<file path="src/rtl/csr_requester.sv">
// ============================================================================
// Module   : csr_requester
// Purpose  : Sequences core CSR/MRET/trap requests onto a CSR responder port,
//            converts faulting CSR instructions into illegal-instruction traps.
// Revision : 1.0
// ============================================================================
`default_nettype none

module csr_requester #(
    parameter int          WATCHDOG_CYCLES = 8,
    parameter logic [3:0]  ILLEGAL_CODE    = 4'd2
) (
    input  logic        clk,
    input  logic        reset_n,
    input  logic        req_valid,
    output logic        req_ready,
    input  logic [2:0]  req_kind,
    input  logic [1:0]  req_csr_op,
    input  logic [11:0] req_csr_addr,
    input  logic [31:0] req_wdata,
    input  logic [31:0] req_pc,
    input  logic [3:0]  req_irq_code,
    output logic        rsp_valid,
    output logic        rsp_rd_we,
    output logic [31:0] rsp_rd_value,
    output logic        rsp_redirect,
    output logic [31:0] rsp_next_pc,
    output logic        rsp_trapped,
    output logic        err,
    output logic        csr_available,
    output logic [2:0]  csr_op,
    output logic [11:0] csr_addr_exception,
    output logic [31:0] csr_write_value,
    input  logic [31:0] csr_read_value,
    input  logic        csr_busy,
    input  logic        csr_fault
);

    typedef enum logic [1:0] {
        S_IDLE = 2'd0,
        S_REQ  = 2'd1,
        S_WAIT = 2'd2,
        S_REL  = 2'd3
    } state_t;

    localparam int                    c_WDOG_W    = $clog2(WATCHDOG_CYCLES + 1);
    localparam logic [c_WDOG_W-1:0]   c_WDOG_LAST = c_WDOG_W'(WATCHDOG_CYCLES - 1);
    localparam logic [c_WDOG_W-1:0]   c_WDOG_ONE  = c_WDOG_W'(1);
    localparam logic [11:0]           c_ILL_ADDR  = {8'b0, ILLEGAL_CODE};

    state_t                r_state;
    logic [31:0]           r_pc;
    logic                  r_retry;
    logic [c_WDOG_W-1:0]   r_wdog;

    logic [2:0]            w_op;
    logic [11:0]           w_addr;
    logic [31:0]           w_value;
    logic [31:0]           w_trap_pc;

    // Undefined kinds and CSR op 00 fall through to the illegal-trap defaults.
    always_comb begin
        w_op    = 3'b000;
        w_addr  = c_ILL_ADDR;
        w_value = req_pc;
        case (req_kind)
            3'b000: begin
                if (req_csr_op != 2'b00) begin
                    w_op    = {1'b1, req_csr_op};
                    w_addr  = req_csr_addr;
                    w_value = req_wdata;
                end
            end
            3'b001: begin
                w_op    = 3'b001;
                w_addr  = 12'h000;
                w_value = 32'h0;
            end
            3'b010:  w_addr = 12'h00B;
            3'b011:  w_addr = 12'h003;
            3'b100:  w_addr = {7'b0, 1'b1, req_irq_code};
            default: ;
        endcase
    end

    assign w_trap_pc = {csr_read_value[31:2], 2'b00};

    always_ff @(posedge clk) begin
        if (!reset_n) begin
            r_state            <= S_IDLE;
            r_pc               <= 32'h0;
            r_retry            <= 1'b0;
            r_wdog             <= '0;
            req_ready          <= 1'b1;
            rsp_valid          <= 1'b0;
            rsp_rd_we          <= 1'b0;
            rsp_rd_value       <= 32'h0;
            rsp_redirect       <= 1'b0;
            rsp_next_pc        <= 32'h0;
            rsp_trapped        <= 1'b0;
            err                <= 1'b0;
            csr_available      <= 1'b0;
            csr_op             <= 3'b000;
            csr_addr_exception <= 12'h000;
            csr_write_value    <= 32'h0;
        end else begin
            rsp_valid    <= 1'b0;
            rsp_rd_we    <= 1'b0;
            rsp_redirect <= 1'b0;
            rsp_trapped  <= 1'b0;
            case (r_state)
                S_IDLE: begin
                    if (req_valid && req_ready) begin
                        csr_op             <= w_op;
                        csr_addr_exception <= w_addr;
                        csr_write_value    <= w_value;
                        r_pc               <= req_pc;
                        r_retry            <= 1'b0;
                        r_wdog             <= '0;
                        csr_available      <= 1'b1;
                        req_ready          <= 1'b0;
                        r_state            <= S_REQ;
                    end
                end
                S_REQ, S_WAIT: begin
                    if ((r_state == S_REQ) && csr_busy) begin
                        r_wdog  <= '0;
                        r_state <= S_WAIT;
                    end else if ((r_state == S_WAIT) && !csr_busy) begin
                        csr_available <= 1'b0;
                        r_state       <= S_REL;
                        if (csr_op[2] && csr_fault) begin
                            r_retry <= 1'b1;
                        end else begin
                            rsp_valid <= 1'b1;
                            if (csr_op[2]) begin
                                rsp_rd_we    <= 1'b1;
                                rsp_rd_value <= csr_read_value;
                                rsp_next_pc  <= r_pc + 32'd4;
                            end else begin
                                // MRET and traps are never retried; a fault only flags err.
                                rsp_rd_value <= 32'h0;
                                rsp_redirect <= 1'b1;
                                rsp_next_pc  <= w_trap_pc;
                                rsp_trapped  <= (csr_op != 3'b001);
                                if (csr_fault) begin
                                    err <= 1'b1;
                                end
                            end
                        end
                    end else if (r_wdog == c_WDOG_LAST) begin
                        err           <= 1'b1;
                        csr_available <= 1'b0;
                        req_ready     <= 1'b1;
                        r_retry       <= 1'b0;
                        r_state       <= S_IDLE;
                    end else begin
                        r_wdog <= r_wdog + c_WDOG_ONE;
                    end
                end
                S_REL: begin
                    if (r_retry) begin
                        csr_op             <= 3'b000;
                        csr_addr_exception <= c_ILL_ADDR;
                        csr_write_value    <= r_pc;
                        r_retry            <= 1'b0;
                        r_wdog             <= '0;
                        csr_available      <= 1'b1;
                        r_state            <= S_REQ;
                    end else begin
                        req_ready <= 1'b1;
                        r_state   <= S_IDLE;
                    end
                end
                default: begin
                    csr_available <= 1'b0;
                    req_ready     <= 1'b1;
                    r_state       <= S_IDLE;
                end
            endcase
        end
    end

endmodule

`default_nettype wire

</file>
<file path="config.mk">
export PLATFORM = sky130hd
export DESIGN_NAME = csr_requester
export DESIGN_NICKNAME = d
export VERILOG_FILES = /design/src/rtl/csr_requester.sv
export SDC_FILE = /design/constraint.sdc
export NUM_CORES = 1
export LEC_CHECK = 0
export ABC_AREA = 1
export CAP_MARGIN = 10
export CORE_MARGIN = 2
export CORE_UTILIZATION = 40
export CTS_BUF_LIST = sky130_fd_sc_hd__clkbuf_4 sky130_fd_sc_hd__clkbuf_8
export CTS_CLUSTER_SIZE = 30
export DETAILED_ROUTE_END_ITERATION = 6
export GPL_TIMING_DRIVEN = 0
export PLACE_DENSITY = 0.72
export REMOVE_ABC_BUFFERS = 1
export SLEW_MARGIN = 5
export SYNTH_ARGS = -nofsm -noshare
export SYNTH_HDL_FRONTEND = slang
export SYNTH_SLANG_ARGS = --single-unit
export TNS_END_PERCENT = 5
</file>
<file path="constraint.sdc">
create_clock -name clk -period 1.9 [get_ports clk]
set_clock_uncertainty 0.2 [all_clocks]
set_input_delay 0.57 -clock clk [delete_from_list [all_inputs] [get_ports clk]]
set_output_delay 0.57 -clock clk [all_outputs]
set_load 0.01 [all_outputs]
</file>
# Word level (Yosys, flattened, before mapping)
# Cells that the tools add are included.
# totals
regBits	157
elab_cells	121
# classes
n_addsub	2
n_eq_ne	23
reduce_logical	23
muxes	52
n_bitwise	5
# ops
op	n
2-to-1 mux 32 bit	5
case mux 32 bit (2 select lines)	2
case mux 12 bit (5 select lines)	1
2-to-1 mux 12 bit	3
adder 32 x 3 -> 32 bit, second input constant	1
case mux 12 bit (2 select lines)	1
2-to-1 mux 1 bit	21
2-to-1 mux 4 bit	5
inequality test 2 bit, second input constant	9
AND reduction 4 bit	4
inequality test 3 bit, second input constant	4
case mux 3 bit (2 select lines)	2
case mux 4 bit (3 select lines)	1
2-to-1 mux 3 bit	3
case mux 1 bit (3 select lines)	3
2-to-1 mux 2 bit	4
== test 3 x 2 -> 1 bit, second input constant	2
case mux 2 bit (3 select lines)	1
AND reduction 6 bit	1
nonzero test 2 bit	3
OR reduction 6 bit	1
inverter 1 bit	5
AND reduction 5 bit	1
OR reduction 5 bit	1
other kinds (16)	21

# Depth between registers and ports, before layout
# logic_depth
ltp_word	5
mapped_depth	13

# Worst setup path after synthesis
# No wires, ideal clock.
# synth_path
kind	reg-to-reg
startpoint	register r_state[0]
endpoint	register csr_addr_exception[1]
path_slack_ns	0.069
n_path_buf	2
path_stages_with_launch	13
period_less_slack_ns	1.831
arrival_time_ns	1.518
setup_ns	0.113
cell_sequence	dfxtp_1 -> inv_1 -> ha_1 -> inv_2 -> a21oi_1 -> inv_1 -> nand2_1 -> a21oi_2 -> inv_2 -> buf_6 -> buf_6 -> o21ai_1 -> inv_1
# synth_between
elab_chain_len	3
# synth_rtl
item	line_no	rtl
start, declared	51	state_t r_state;
start signal, assigned	90	r_state <= S_IDLE;
start signal, assigned	122	r_state <= S_REQ;
start signal, assigned	128	r_state <= S_WAIT;
== test 2 bit or zero test 2 bit (tied branches)	111	case (r_state)
inequality test 2 bit (no source line) or nonzero test 2 bit (tied branches)	-	
AND reduction 3 bit (no source line)	-	
end signal, assigned	115	csr_addr_exception <= w_addr;
end signal, assigned	164	csr_addr_exception <= c_ILL_ADDR;
end, declared	32	output logic [11:0] csr_addr_exception,
# Parallel ways exist; a longest one is shown, timed or not.
# A chain may end at the register's enable or synchronous reset.

# Worst setup path after layout
# layout_path
startpoint	register r_state[1]
endpoint	register rsp_rd_value[12]
# layout_between
elab_chain_len	4
# layout_rtl
item	line_no	rtl
== test 2 x 1 -> 1 bit	111, 126	
logical AND 1 bit	126	if ((r_state == S_REQ) && csr_busy) begin
inverter 1 bit (no source line)	-	
AND reduction 4 bit (no source line) *	-	
end signal, assigned	138	rsp_rd_value <= csr_read_value;
end, declared	25	output logic [31:0] rsp_rd_value,
# Every way passes the cells marked *; elsewhere a longest branch is shown, timed or not.

==> reports/results.ini <==
[status]
outcome = complete, but fails checks
violations = negative setup slack

[pwr]
peakVddDrop_uv = 968
pwr-share-clk = 0.232
p_leak_nw = 4.72
pwr-share-comb = 0.390
p_int_mw = 6.78
power.switching_mw = 4.56
swShare = 0.402
powerDensity_nw_per_um2 = 1010
seqPwrFrac = 0.378

[detailed_routing]
dr.pass1.iters = 5
final_antenna_net_count = 0
via_count = 8538
avgRoutedWirePerCell_um = 18.5
wirelength_um = 29500
first_iter_violations = 624
drc = 0
viasPerCell = 5.37

[timing]
holdWs_ns = 0.265
fmax_ghz = 0.485
setup_violations = 67
finalCritPeriodShare = 1.09
tightest_slew_ns = 0.631
drv_slew = 0
final.min_clock_period_ns = 2.06
slew_headroom = 0.578
rsz0062_at_grt = true
fin_ws_ns = -0.162
finalHoldViolCount = 0

[floorplan]
dieArea_um2 = 20300
core_region_area_um2 = 18800
boundaryPins = 240
die_h_um = 143
initial_core_util = 0.409
die_x_um = 143
num_rows = 50

[clocking]
ctsHoldBuffers = 0
clock_path_buffers = 2
clkLatencyLatePin_ns = 0.48
clock_sinks = 157
cts_max_level = 4
root_buffer = clkbuf_8
tritoncts = yes
cts_buffers = 17
clkSlewWorstSetupHoldPaths_ns = 0.09

[synth]
avgSynthCellArea_um2 = 7.01
synth-edff-count = 0
syn_inst = 1096
synth_warnings = 0
netlist-cell-type-count = 36
synthArstFlopShare = 0
synth_flop_cell = dfxtp_1
seq_area_frac_synth = 0.409
ys_ff_latch = 157
synth_area_um2 = 7680

[hold_path]
holdPathEnd = rsp_next_pc[19]
hp-class = reg2reg
whs_path_depth = 2
holdCritStartpoint = rsp_next_pc[19]

[global_route]
grt_busiest_layer = met2
met1_usage = 0.356
grt_util_all_layers = 0.282
grt_pass1_vias = 8157
met3_usage = 0.0649
grt_max_degree = 66
grt_use_met2 = 0.466
antenna_found_initial = 1
grt.overflow.total = 0
grt_pass1_wl_um = 44200

[setup_path]
path_class = reg2reg
r2r_setup_slack_ns = -0.16
r2r_end = rsp_rd_value[12]
cp_slowest_stage_delay_ns = 0.40
critPathMaxFanout = 8
r2r_start = r_state[1]
crit_path_end_kind = flip-flop
cp_data_required_time_ns = 2.12
cpMaxStageDelayCell = dfxtp_4
crit_chain = inv_4 -> ha_4 -> inv_2 -> nor2_4 -> nand2_8 -> nor2_4 -> buf_12 -> nand2_8 -> inv_12 -> nand2_2 -> nand2_1
startpoint_type = flip-flop
ff2ff_path_depth = 11
cp.arrival_ns = 2.29

[placement]
post-place-ws_ns = -1.66
io_buffer_count = 239
place_area_um2 = 10100
hpwl_um = 17000
gp_congestion = 0.881

[finish]
design_area_um2 = 11200
fin_util = 0.597
area_growth_pct = 45.9
drive_gt1_frac = 0.128
nets = 1472

[job]
drv_cap = 0

## area by class of cell
class | count | area [um^2]
Sequential cell | 157 | 3160
Multi-Input combinational cell | 804 | 4200
Timing Repair Buffer | 280 | 2710
Clock inverter | 12 | 138
Clock buffer | 20 | 269
Tap cell | 234 | 293
Fill cell | 1756 | 7560
Timing Repair inverter | 5 | 53.8
Inverter | 78 | 377
Antenna cell | 1 | 2.50
## cells by family (layout without fill, tap and decap cells)
family                     count (synthesis)  in the layout  share of synthesized area
xor gates and xnor gates                  13             13                     0.0148
AOI/OAI and AO/OA                        284            284                      0.206
other                                      0              1                          0
buffers and inverters                    142            395                     0.0813
adders and majority gates                  7              7                     0.0114
DFF                                      157            157                      0.409
and+or+nand+nor                          493            500                      0.277
## registers in the layout, indices dropped and copies added (netlist names)
register	cells
csr_addr_exception	12
csr_available	1
csr_op	3
csr_write_value	32
err	1
r_pc	32
r_retry	1
r_state	2
r_wdog	4
req_ready	1
rsp_next_pc	32
rsp_rd_value	32
rsp_rd_we	1
rsp_redirect	1
rsp_trapped	1
rsp_valid	1
## power groups by stage
stage,clock network (mW),registers (mW),logic (mW)
after floorplan,0,4.27,1.90
after global placement,0,4.29,3.37
after detailed placement,0,4.30,3.43
after CTS,2.65,4.24,4.06
after global routing,2.77,4.34,4.80
final,2.63,4.29,4.43
## synth_stat cells, drive strengths merged (3+ instances only)
master    n  area (um^2)
inv      77          292
a31oi    35          219
o21ai   108          541
o211ai   33          248
nand3    71          360
clkbuf   29          109
xnor2     3         26.3
a21oi   103          534
nor2    112          527
dfxtp   157         3140
nand4     6         37.5
xor2     10         87.6
ha        7         87.6
nand2   298         1160
nor3      5         36.3
buf      35          219
## worst max-delay path, delay by kind of cell (launching register included)
| kind | cells | cell delay, ns |
|---|---|---|
| buffers and inverters | 4 | 0.38 |
| adders and majority gates | 1 | 0.27 |
| and+or+nand+nor | 6 | 0.72 |
| DFF | 1 | 0.40 |
## per-stage QoR
stage | power [mW] | std cells | setup TNS (ns)
3_3_place_gp | 7.66 | 1505 | -640.29
2_1_floorplan | 6.17 | 1032 | -41.74
6_report | 11.3 | 1591 | -6.21
4_1_cts | 11.0 | 1578 | -8.55
3_5_place_dp | 7.73 | 1507 | -167.58
5_1_grt | 11.9 | 1591 | -13.00
## timing repair
action | CTS | global route
setup endpoints to repair | 271 | 212
gates resized for setup | 188 | 50
cloned | 9 | 3
buffers inserted | 30 | 9
pin swaps | 10 | 14
## layer usage
metal,vias to the layer above,wire length (um)
li1,4158,-
met3,49,2570
met4,0,797
met1,3931,12300
met5,-,0
met2,400,13800
## worst max path at each step
stage / from / end / slack [ns] / cells past startpoint
after floorplan: csr_op[2] / rsp_next_pc[4] / -0.48 / 5
after global placement: reset_n / rsp_rd_value[0] / -5.55 / 7
after detailed placement: req_csr_op[0] / csr_write_value[10] / -1.66 / 5
after CTS: r_state[0] / r_wdog[3] / -0.23 / 13
after global routing: r_state[1] / rsp_rd_value[5] / -0.22 / 11
final: r_state[1] / rsp_rd_value[12] / -0.16 / 11
## layout by cell type, fill, tap and decap left out, drive strengths merged, types with 5 or more instances in the layout
| master | instances |
|---|---|
| clkbuf | 20 |
| nor2 | 114 |
| o211ai | 33 |
| o21ai | 108 |
| nand2 | 303 |
| clkdlybuf4s15 | 12 |
| ha | 7 |
| nand3 | 71 |
| clkdlybuf4s50 | 115 |
| nor3 | 5 |
| dfxtp | 157 |
| a21oi | 103 |
| buf | 42 |
| a31oi | 35 |
| inv | 78 |
| clkinv | 8 |
| clkinvlp | 6 |
| dlygate4sd2 | 110 |
| nand4 | 6 |
| xor2 | 10 |
(Power assumes the default switching activity.)
